--- config.mk ---
export PLATFORM = sky130hd
export DESIGN_NAME = fios_result_reduce
export DESIGN_NICKNAME = d
export VERILOG_FILES = /design/src/rtl/fios_result_reduce.sv
export SDC_FILE = /design/constraint.sdc
export NUM_CORES = 1
export LEC_CHECK = 0
export ABC_AREA = 1
export CAP_MARGIN = 10
export CORE_AREA = 5 5 223 225
export CTS_BUF_LIST = sky130_fd_sc_hd__clkbuf_4
export DETAILED_ROUTE_END_ITERATION = 10
export DIE_AREA = 0 0 228 230
export DONT_BUFFER_PORTS = 1
export HOLD_SLACK_MARGIN = 0.03
export PLACE_DENSITY = 0.67
export SETUP_SLACK_MARGIN = 0.4
export SYNTH_ARGS = -nofsm -noshare
export SYNTH_HDL_FRONTEND = slang
export SYNTH_SLANG_ARGS = --single-unit
--- constraint.sdc ---
create_clock -name clock_i -period 21.2 [get_ports clock_i]
set_input_delay 2.12 -clock clock_i [delete_from_list [all_inputs] [get_ports clock_i]]
set_output_delay 2.12 -clock clock_i [all_outputs]
set_load 0.02 [all_outputs]
--- src/rtl/fios_result_reduce.sv ---
// fios_result_reduce
//
// Collects the word-serial Montgomery product T (LSW first, T < 2p) from the
// cascaded FIOS multiplier. It then applies the final conditional subtraction
// T - p one word per cycle and presents the reduced s-word result in parallel
// behind a valid/ready handshake.
//
// Ports:
//   clock_i         system clock, rising edge
//   reset_i         asynchronous, active-high reset
//   res_valid_i     res_i carries a result word this cycle
//   res_i           multiplier result word, LSW first
//   p_i             modulus, stable from first result word until result accepted
//   result_ready_i  downstream accepts result_o
//   busy_o          collecting words or subtracting
//   result_valid_o  result_o valid, held until accepted
//   result_o        reduced result (T mod p)
//   overflow_o      sticky: a result word arrived when it could not be accepted

module fios_result_reduce #(
    parameter int unsigned s      = 8,
    parameter int unsigned WORD_W = 17
) (
    input  logic                  clock_i,
    input  logic                  reset_i,
    input  logic                  res_valid_i,
    input  logic [WORD_W-1:0]     res_i,
    input  logic [s*WORD_W-1:0]   p_i,
    input  logic                  result_ready_i,
    output logic                  busy_o,
    output logic                  result_valid_o,
    output logic [s*WORD_W-1:0]   result_o,
    output logic                  overflow_o
);

    localparam int unsigned CNT_W = (s > 1) ? $clog2(s) : 1;
    localparam logic [CNT_W-1:0] LAST = CNT_W'(s - 1);

    typedef enum logic [1:0] {StIdle, StCollect, StSub, StOut} state_e;

    state_e                     state_q, state_d;
    logic [CNT_W-1:0]           wcnt_q, wcnt_d;
    logic [CNT_W-1:0]           k_q, k_d;
    logic                       borrow_q, borrow_d;
    logic [s-1:0][WORD_W-1:0]   t_q, t_d;
    logic [s-1:0][WORD_W-1:0]   d_q, d_d;
    logic [s*WORD_W-1:0]        result_q, result_d;
    logic                       valid_q, valid_d;
    logic                       overflow_q, overflow_d;

    logic [s-1:0][WORD_W-1:0]   p_words;
    logic [WORD_W:0]            sub_diff;
    logic [s-1:0][WORD_W-1:0]   d_final;

    assign p_words = p_i;

    // One word of the ripple subtraction; the MSB of sub_diff is the borrow out.
    assign sub_diff = {1'b0, t_q[k_q]} - {1'b0, p_words[k_q]} - (WORD_W+1)'(borrow_q);

    // D as it will stand after this cycle's word is written, used on the last word
    // so the result mux sees the freshly computed top word.
    always_comb begin
        d_final       = d_q;
        d_final[k_q]  = sub_diff[WORD_W-1:0];
    end

    always_comb begin
        state_d    = state_q;
        wcnt_d     = wcnt_q;
        k_d        = k_q;
        borrow_d   = borrow_q;
        t_d        = t_q;
        d_d        = d_q;
        result_d   = result_q;
        valid_d    = valid_q;
        overflow_d = overflow_q;

        unique case (state_q)
            StIdle: begin
                if (res_valid_i) begin
                    t_d[0]   = res_i;
                    k_d      = '0;
                    borrow_d = 1'b0;
                    if (s == 1) begin
                        state_d = StSub;
                    end else begin
                        wcnt_d  = CNT_W'(1);
                        state_d = StCollect;
                    end
                end
            end

            StCollect: begin
                if (res_valid_i) begin
                    t_d[wcnt_q] = res_i;
                    if (wcnt_q == LAST) begin
                        wcnt_d   = '0;
                        k_d      = '0;
                        borrow_d = 1'b0;
                        state_d  = StSub;
                    end else begin
                        wcnt_d = wcnt_q + CNT_W'(1);
                    end
                end
            end

            StSub: begin
                if (res_valid_i) begin
                    overflow_d = 1'b1;
                end
                d_d[k_q] = sub_diff[WORD_W-1:0];
                borrow_d = sub_diff[WORD_W];
                if (k_q == LAST) begin
                    // No final borrow means T >= p, so the difference is the answer.
                    result_d = sub_diff[WORD_W] ? t_q : d_final;
                    valid_d  = 1'b1;
                    k_d      = '0;
                    state_d  = StOut;
                end else begin
                    k_d = k_q + CNT_W'(1);
                end
            end

            StOut: begin
                if (result_ready_i) begin
                    valid_d = 1'b0;
                    state_d = StIdle;
                    // A word arriving on the handshake cycle starts the next product.
                    if (res_valid_i) begin
                        t_d[0]   = res_i;
                        k_d      = '0;
                        borrow_d = 1'b0;
                        if (s == 1) begin
                            state_d = StSub;
                        end else begin
                            wcnt_d  = CNT_W'(1);
                            state_d = StCollect;
                        end
                    end
                end else if (res_valid_i) begin
                    overflow_d = 1'b1;
                end
            end

            default: state_d = StIdle;
        endcase
    end

    always_ff @(posedge clock_i or posedge reset_i) begin
        if (reset_i) begin
            state_q    <= StIdle;
            wcnt_q     <= '0;
            k_q        <= '0;
            borrow_q   <= 1'b0;
            t_q        <= '0;
            d_q        <= '0;
            result_q   <= '0;
            valid_q    <= 1'b0;
            overflow_q <= 1'b0;
        end else begin
            state_q    <= state_d;
            wcnt_q     <= wcnt_d;
            k_q        <= k_d;
            borrow_q   <= borrow_d;
            t_q        <= t_d;
            d_q        <= d_d;
            result_q   <= result_d;
            valid_q    <= valid_d;
            overflow_q <= overflow_d;
        end
    end

    assign busy_o         = (state_q == StCollect) || (state_q == StSub);
    assign result_valid_o = valid_q;
    assign result_o       = result_q;
    assign overflow_o     = overflow_q;

endmodule

---- After elaboration in Yosys (flattened, before gate mapping) ----
Cells that the tools add are included.
W data, S select, Z words.
word-level totals
  bits in registers ....................... 419
  input bits .............................. 157
  output and inout port bits .............. 139
  logic and storage cells ................. 99
operators by class
  add/subtract/negate cells ............... 4
  magnitude comparators ................... 4
  equality and inequality tests ........... 11
  mux-type cells .......................... 44
  reductions and logical operators ........ 13
operator list
  kind                   number
  $bwmux W136            2
  $mux W136              1
  $mux W17               7
  $bmux W17 S3           2
  $demux W17 S3          2
  $pmux W17 S3           1
  $mux W3                9
  $sub A17 B17 Y18       1
  $sub A18 B1 Y18        1
  $ne A2 B2 Y1 const B   6
  $pmux W3 S4            1
  $mux W2                5
  $mux W1                9
  $pmux W3 S3            1
  $reduce_and A3 Y1      3
  $lt A3 B4 Y1 const B   2
  $pmux W2 S4            1
  $add A3 B1 Y3 const B  2
  $eq A3 B3 Y1 const B   2
  $ge A3 B1 Y1 const B   2
  $reduce_and A2 Y1      3
  $reduce_and A5 Y1      1
  $eq A2 B2 Y1 const B   2
  $pmux W1 S2            2
  other kinds (7)        8

---- Depth between registers and ports, before layout ----
Gate-level depths: netlist of run 1.
  word-level depth ........................ 7
  mapped depth ............................ 27

---- Worst setup path after synthesis of run 1 ----
Ideal clock, no wire load.
  kind .................................... input to register
  start point ............................. in p_i[55]
  end point ............................... reg result_q[103], in the netlist result_o[103]
  setup time .............................. 0.124 ns
  arrival ................................. 4.594 ns
  data required time ...................... 21.076 ns
  slack ................................... 16.482 ns
  stages .................................. 18
  path through ............................ a22o_1 -> a221oi_1 -> nand4_1 -> ha_1 -> inv_1 -> ha_1 -> a21oi_1 -> o21ai_1 -> a21oi_1 -> nor2_1 -> nor2_1 -> nand2_1 -> nand2_1 -> nand2_2 -> buf_4 -> buf_2 -> o211ai_1 -> nand2_1
between the ends
  longest elaborated chain between the ends .. 5
ends and longest elaborated chain
  element                         line  RTL
  start: declaration              28    input logic [s*WORD_W-1:0] p_i,
  $bmux W17 S3                    58    assign sub_diff = {1'b0, t_q[k_q]} - {1'b0, p_words[k_q]} - (WORD_W+1)'(borrow_q);
  $mux W17 (not written as such)  58
  $sub A17 B17 Y18                58
  $sub A18 B1 Y18                 58
  $mux W136                       115   result_d = sub_diff[WORD_W] ? t_q : d_final;
  end signal: assignment          167   result_q <= result_d;
  end: declaration                47    logic [s*WORD_W-1:0] result_q, result_d;
Every way passes these cells. The select of a mux whose other input is x is not followed.
A chain may end at the register's enable or synchronous reset.

---- Worst setup path after layout of run 1 ----
  start point ............................. reg k_q[0]
  end point ............................... reg result_q[113], in the netlist result_o[113]
between the ends
  longest elaborated chain between the ends .. 6
  elaborated cells between the ends (all ways) .. 15
  classes of those cells .................. 2 x add/sub; 2 x order compare; 1 x eq/ne; 8 x mux; 2 x reduce/logical
ends and longest elaborated chain
  element                                                                       line    RTL
  start: declaration                                                            43      logic [CNT_W-1:0] k_q, k_d;
  start signal: assignment                                                      163     k_q <= k_d;
  $bmux W17 S3, or another cell as far along                                    58
  $mux W17 (not written as such) / $logic_and A1 B1 Y1 (equally long branches)  58, 64
  $sub A17 B17 Y18 / $mux W17 (equally long branches)                           58, 64
  $sub A18 B1 Y18 / $demux W17 S3 (equally long branches)                       58, 64
  $bwmux W136                                                                   64      d_final[k_q] = sub_diff[WORD_W-1:0];
  $mux W136                                                                     115
Parallel ways exist; a longest one is shown, timed or not. The select of a mux whose other input is x is not followed.

==> metrics.txt, run 1 <==
Num CTS Buffers 111; Slew @ Worst Pin 1.136 ns; DR iter-0 viols 2683; Post-DP HPWL 51.62 mm; met1 Resource Use GR 40.02%; Post CTS Setup Buffer Count 0; post-CTS sizing 0; R2R depth 23; register area share after synthesis 49.86%; M3 GR Usage 9.092%; width of the die 228 µm; total die area 52440 µm²; status complete, no violations; top_reg_cell synth dfrtp_1; first-pass GRT wire length 115.0 mm; CP Cell Sequence clkinv_2 > nand2_1 > buf_4 > inv_2 > buf_4 > a22o_1 > a221oi_1 > nand4_1 > inv_1 > ha_1 > inv_1 > ha_1 > a21oi_1 > o21ai_0 > a21oi_1 > o21ai_0 > nor2_1 > nand3_1 > nand2_8 > buf_4 > inv_1 > a21oi_1 > o21ai_0; vias in the first global route 18280; register area 10490 µm²; CP required 21.92 ns; relative slew slack 23.75%; end of the critical path result_o[113]; Initial DRT Pass Iterations 6; total clock sinks 419; multi-input gate area in the final layout 9251 µm²; Syn Nets 2779; Core ar. 47350 µm²; r2r startpoint k_q[0]; GP Congestion 0.9293; largest net degree at the start of global routing 185; DR vias 19450; Synth async-reset ratio 100.0%; number of synthesized register bits 419; max-slew violation count 0; root buf cell clkbuf_4; Slowest cell on crit path buf_4; clk slew on worst S/H paths 0.07 ns; Max Root-Sink Buffers 3; Final setup viols 0; fill count 4583; CTS tree built; CP top delay family buffers and inverters; synthesized netlist cell count 2581; r2r endpoint result_o[113]; FP Rows 80; reg-to-reg slack, setup 13.77 ns; fraction of layout cells with a size suffix above 1 9.122%; P&R area growth vs syn 8.722%; final hold vios 0; Routed Antenna Nets 0; routed len/inst 23.44 µm; Die Y 230 µm; Peak Freq 134.7 MHz; Hold Buf Count CTS 0; Critical Path End Type flip-flop; Net count, final 2758; met2 Resource Use GR 40.73%; Clock H-tree levels 3; total gr overflow 0; Tcrit/Tclk final 35.03%; Max Clock Skew 0.03966 ns; Hold Crit Class reg2reg; CP peak stage delay 0.90 ns; global routing's busiest layer met2; Port-buffer cells 0; worst-skew pair later-pin latency 0.86 ns; GRT Total Usage 28.28%; Starting Density 44.42%; Synth Area per Inst 8.148 µm²; count of different cell masters after synthesis 46; Syn Std Cell Area 21030 µm²; RSZ-0062 raised after global routing false; Min Clock Period, post-route 7.426 ns; # DRC 0; final wirelength 76.40 mm; kind of critical path reg2reg; Syn. warnings 0; setup TNS 0 ns; crit path launch k_q[0]; Top-Level Pins 296; Post-synth EDFFs 0; Max-Cap Viols 0; CP Max Fanout 157; Worst Path Buf+Inv 8; Worst Setup Start Kind flip-flop; WP depth 23; vias per inst 5.965; initial antenna violation count 7; Critical Path AT 8.14 ns
sequential cells by signal, summed over array words and instances (netlist names):
name / count
result_o: 136
state_q: 2
overflow_o: 1
k_q: 3
d_q: 136
result_valid_o: 1
t_q: 136
wcnt_q: 3
borrow_q: 1
cells by family (layout without fill, tap and decap cells):
group,Yosys count,in the layout,share of synthesized area (%)
xor gates and xnor gates,4,4,0.2023
other,0,3,0
AOI/OAI and AO/OA,620,620,17.25
DFF,419,419,49.86
muxes,40,40,1.904
and+or+nand+nor,1116,1116,21.75
buffers and inverters,341,402,6.533
adders and majority gates,41,41,2.511
cell usage after synthesis, drive strengths merged, types with 16 or more instances:
master  instances  area share, %
a21oi          36           0.86
buf            45            1.2
nor2           73            1.3
o211ai         57            2.1
nand4          27           0.80
nand2         810             14
clkbuf        116            2.1
dfrtp         419             50
a221oi         32            1.3
a22oi          40            1.4
nand3         167            4.0
a31oi          33           0.98
ha             39            2.3
inv           175            3.1
a22o           16           0.67
mux2i          40            1.9
or2            29           0.86
o21ai         384            9.1
routing by layer:
layer  vias up  part of all wire, %
met4         8                  3.7
met2      1160                   42
met3       178                   12
met5         -                0.065
li1       8712                    -
met1      9387                   42
tightest hold or removal path: stages, from the launching register on:
cell	delay, ns
dfrtp_1	0.34
nand2_1	0.05
o21ai_0	0.05
how the worst min path moves through the flow:
stage          cells after the start      end  startpoint
2_1_floorplan                      2  d_q[10]     d_q[10]
3_3_place_gp                       2  d_q[10]     d_q[10]
3_5_place_dp                       2  d_q[61]     d_q[61]
4_1_cts                            2  d_q[61]     d_q[61]
5_1_grt                            2  d_q[61]     d_q[61]
6_report                           2  d_q[59]     d_q[59]
cell type report:
type / instances / area share [%]
Sequential cell: 419 / 45.86
Clock inverter: 24 / 0.7169
Multi-Input combinational cell: 1821 / 40.46
Tap cell: 615 / 3.365
Antenna cell: 3 / 0.03283
Inverter: 180 / 3.010
Clock buffer: 171 / 5.615
Timing Repair Buffer: 27 / 0.9412
layout by cell type (no fill, tap or decap), types with 27 or more instances in the layout:
cell	Yosys	layout
a221oi_1	32	32
dfrtp_1	419	419
nand3_1	166	166
nand2_1	808	807
o21ai_0	365	365
o211ai_1	56	56
mux2i_1	40	40
inv_1	170	166
a31oi_1	33	33
a22oi_1	40	40
nand4_1	27	27
clkbuf_4	0	171
a21oi_1	36	36
nor2_1	71	69
ha_1	39	38
metrics by stage:
stage,util (%),cells,setup slack (ns),cell area [µm²],hold WS (ns)
6_report,48.29,3260,13.77,22860,0.4788
2_1_floorplan,-,2581,7.417,21030,0.4457
3_5_place_dp,45.22,3062,13.92,21410,0.4662
5_1_grt,48.28,3258,13.40,22860,0.4935
3_3_place_gp,45.22,3062,14.01,21410,0.4582
4_1_cts,48.28,3257,14.09,22860,0.4824
Power of run 1 is not shown: default switching activity piles up to over one toggle a cycle in this logic, so the estimate is an artifact.
==> run 2, diff against run 1 <==
- clock period: 21.2 -> 7.6 ns (I/O delays scaled with it)
==> run 2 against run 1 <==
First-iteration DRC count up 0.15%. Final cell count is 0.61% higher. Clock skew increased by 0.0073 ns. Register-to-register slack worse by 13 ns. Critical path type unchanged. Global-route usage up 0.67 points. Die area unchanged. Highest routed layer unchanged.
==> metrics.txt, run 2 (synthesized netlist as in run 1, its figures left out) <==
status complete, no violations; Post CTS Setup Buffer Count 0; Max Clock Skew 0.04697 ns; total die area 52440 µm²; Num CTS Buffers 110; Critical Path AT 7.50 ns; total clock sinks 419; final hold vios 0; Worst Setup Start Kind flip-flop; Max-Cap Viols 0; r2r startpoint k_q[0]; Min Clock Period, post-route 6.761 ns; GP Congestion 0.9509; Tcrit/Tclk final 88.97%; CP Max Fanout 35; Routed Antenna Nets 0; Core ar. 47350 µm²; crit path launch k_q[0]; Peak Freq 147.9 MHz; r2r endpoint result_o[101]; kind of critical path reg2reg; CP peak stage delay 1.09 ns; relative slew slack 4.675%; total gr overflow 0; RSZ-0062 raised after global routing false; Net count, final 2772; Clock H-tree levels 3; setup TNS 0 ns; Top-Level Pins 296; P&R area growth vs syn 9.305%; CP top delay family simple AND/OR/NAND/NOR gates; first-pass GRT wire length 116.6 mm; Slowest cell on crit path a221oi_1; Worst Path Buf+Inv 7; CP Cell Sequence clkinv_2 > nand2_1 > buf_4 > inv_2 > nand2_1 > nand2_1 > a221oi_1 > nand4_1 > ha_1 > inv_1 > ha_1 > nand2_1 > nor3_1 > inv_1 > o21ai_0 > nor2_1 > nand3_1 > nand2_8 > inv_1 > buf_12 > nand2_1 > nand3_1 > nand2_1; vias per inst 5.943; DR vias 19490; max-slew violation count 0; Post-DP HPWL 53.58 mm; commonest non-fill, non-tap cells in the layout nand2_1, dfrtp_1, o21ai_0, inv_1, nand3_1; largest net degree at the start of global routing 148; Critical Path End Type flip-flop; commonest non-fill, non-tap cell in the layout nand2_1; width of the die 228 µm; DR iter-0 viols 2687; end of the critical path result_o[101]; CTS tree built; GRT Total Usage 28.95%; Max Root-Sink Buffers 3; final wirelength 78.03 mm; Die Y 230 µm; reg-to-reg slack, setup 0.84 ns; # DRC 0; Hold Crit Class in2reg; clk slew on worst S/H paths 0.07 ns; Final setup viols 0; Initial DRT Pass Iterations 6; Port-buffer cells 0; fraction of layout cells with a size suffix above 1 9.053%; FP Rows 80; root buf cell clkbuf_4; WP depth 23; Slew @ Worst Pin 1.430 ns; R2R depth 23; crit-path most repeated cell nand2_1; routed len/inst 23.79 µm; Starting Density 44.42%; vias in the first global route 18240; worst-skew pair later-pin latency 0.88 ns; initial antenna violation count 8; CP required 8.34 ns
## run 2: cell types whose count changed in the layout (fill, tap and decap cells not counted), moves of 3 or more
cell      delta
buf_12       +3
clkbuf_4    -12
clkinv_1    +16
buf_4        +9
## run 2: final cells by class
| cell class | count | area [µm²] |
|---|---|---|
| clock buffer | 159 | 1194 |
| multi-input combinational | 1821 | 9236 |
| timing repair buffer | 42 | 390.4 |
| inverter | 180 | 684.4 |
| fill | 4630 | 24360 |
| clock inverter | 41 | 220.2 |
| tap | 615 | 769.5 |
| antenna | 3 | 7.507 |
| sequential | 419 | 10490 |
## run 2: stage by stage
step	cells	worst slack, ns	util, %	hold slack, ns	instance area [µm²]
2_1_floorplan	2581	1.188	-	0.4457	21030
3_3_place_gp	3074	0.9108	45.45	0.4589	21520
3_5_place_dp	3074	0.9320	45.45	0.4676	21520
4_1_cts	3276	0.8892	48.48	0.07139	22950
5_1_grt	3279	0.4956	48.55	0.1047	22980
6_report	3280	0.8386	48.55	0.1264	22990
## run 2: worst min path at each step
stage                               from  cells past startpoint  slack [ns]          to
after global placement           d_q[27]                      2        0.46     d_q[27]
after CTS                 result_ready_i                      2        0.07  overflow_o
after floorplan                  d_q[10]                      2        0.45     d_q[10]
after detailed placement         d_q[76]                      2        0.47     d_q[76]
after global routing      result_ready_i                      2        0.10  overflow_o
final                     result_ready_i                      2        0.13  overflow_o
## run 2: per-layer routing
metal,GRT usage [%],up-vias,wire length [µm]
met5,0,-,62
met2,40.34,1202,32120
met4,11.80,8,3269
met1,40.89,9342,32500
li1,-,8750,-
met3,10.60,192,10080
## run 2: repair_timing
item | CTS | global route
hold buffers | 2 | 0
hold endpoints to repair | 27 | 0
setup endpoints to repair | 0 | 0
gates resized for setup | 0 | 0
Power of run 2 is left out for the same reason.
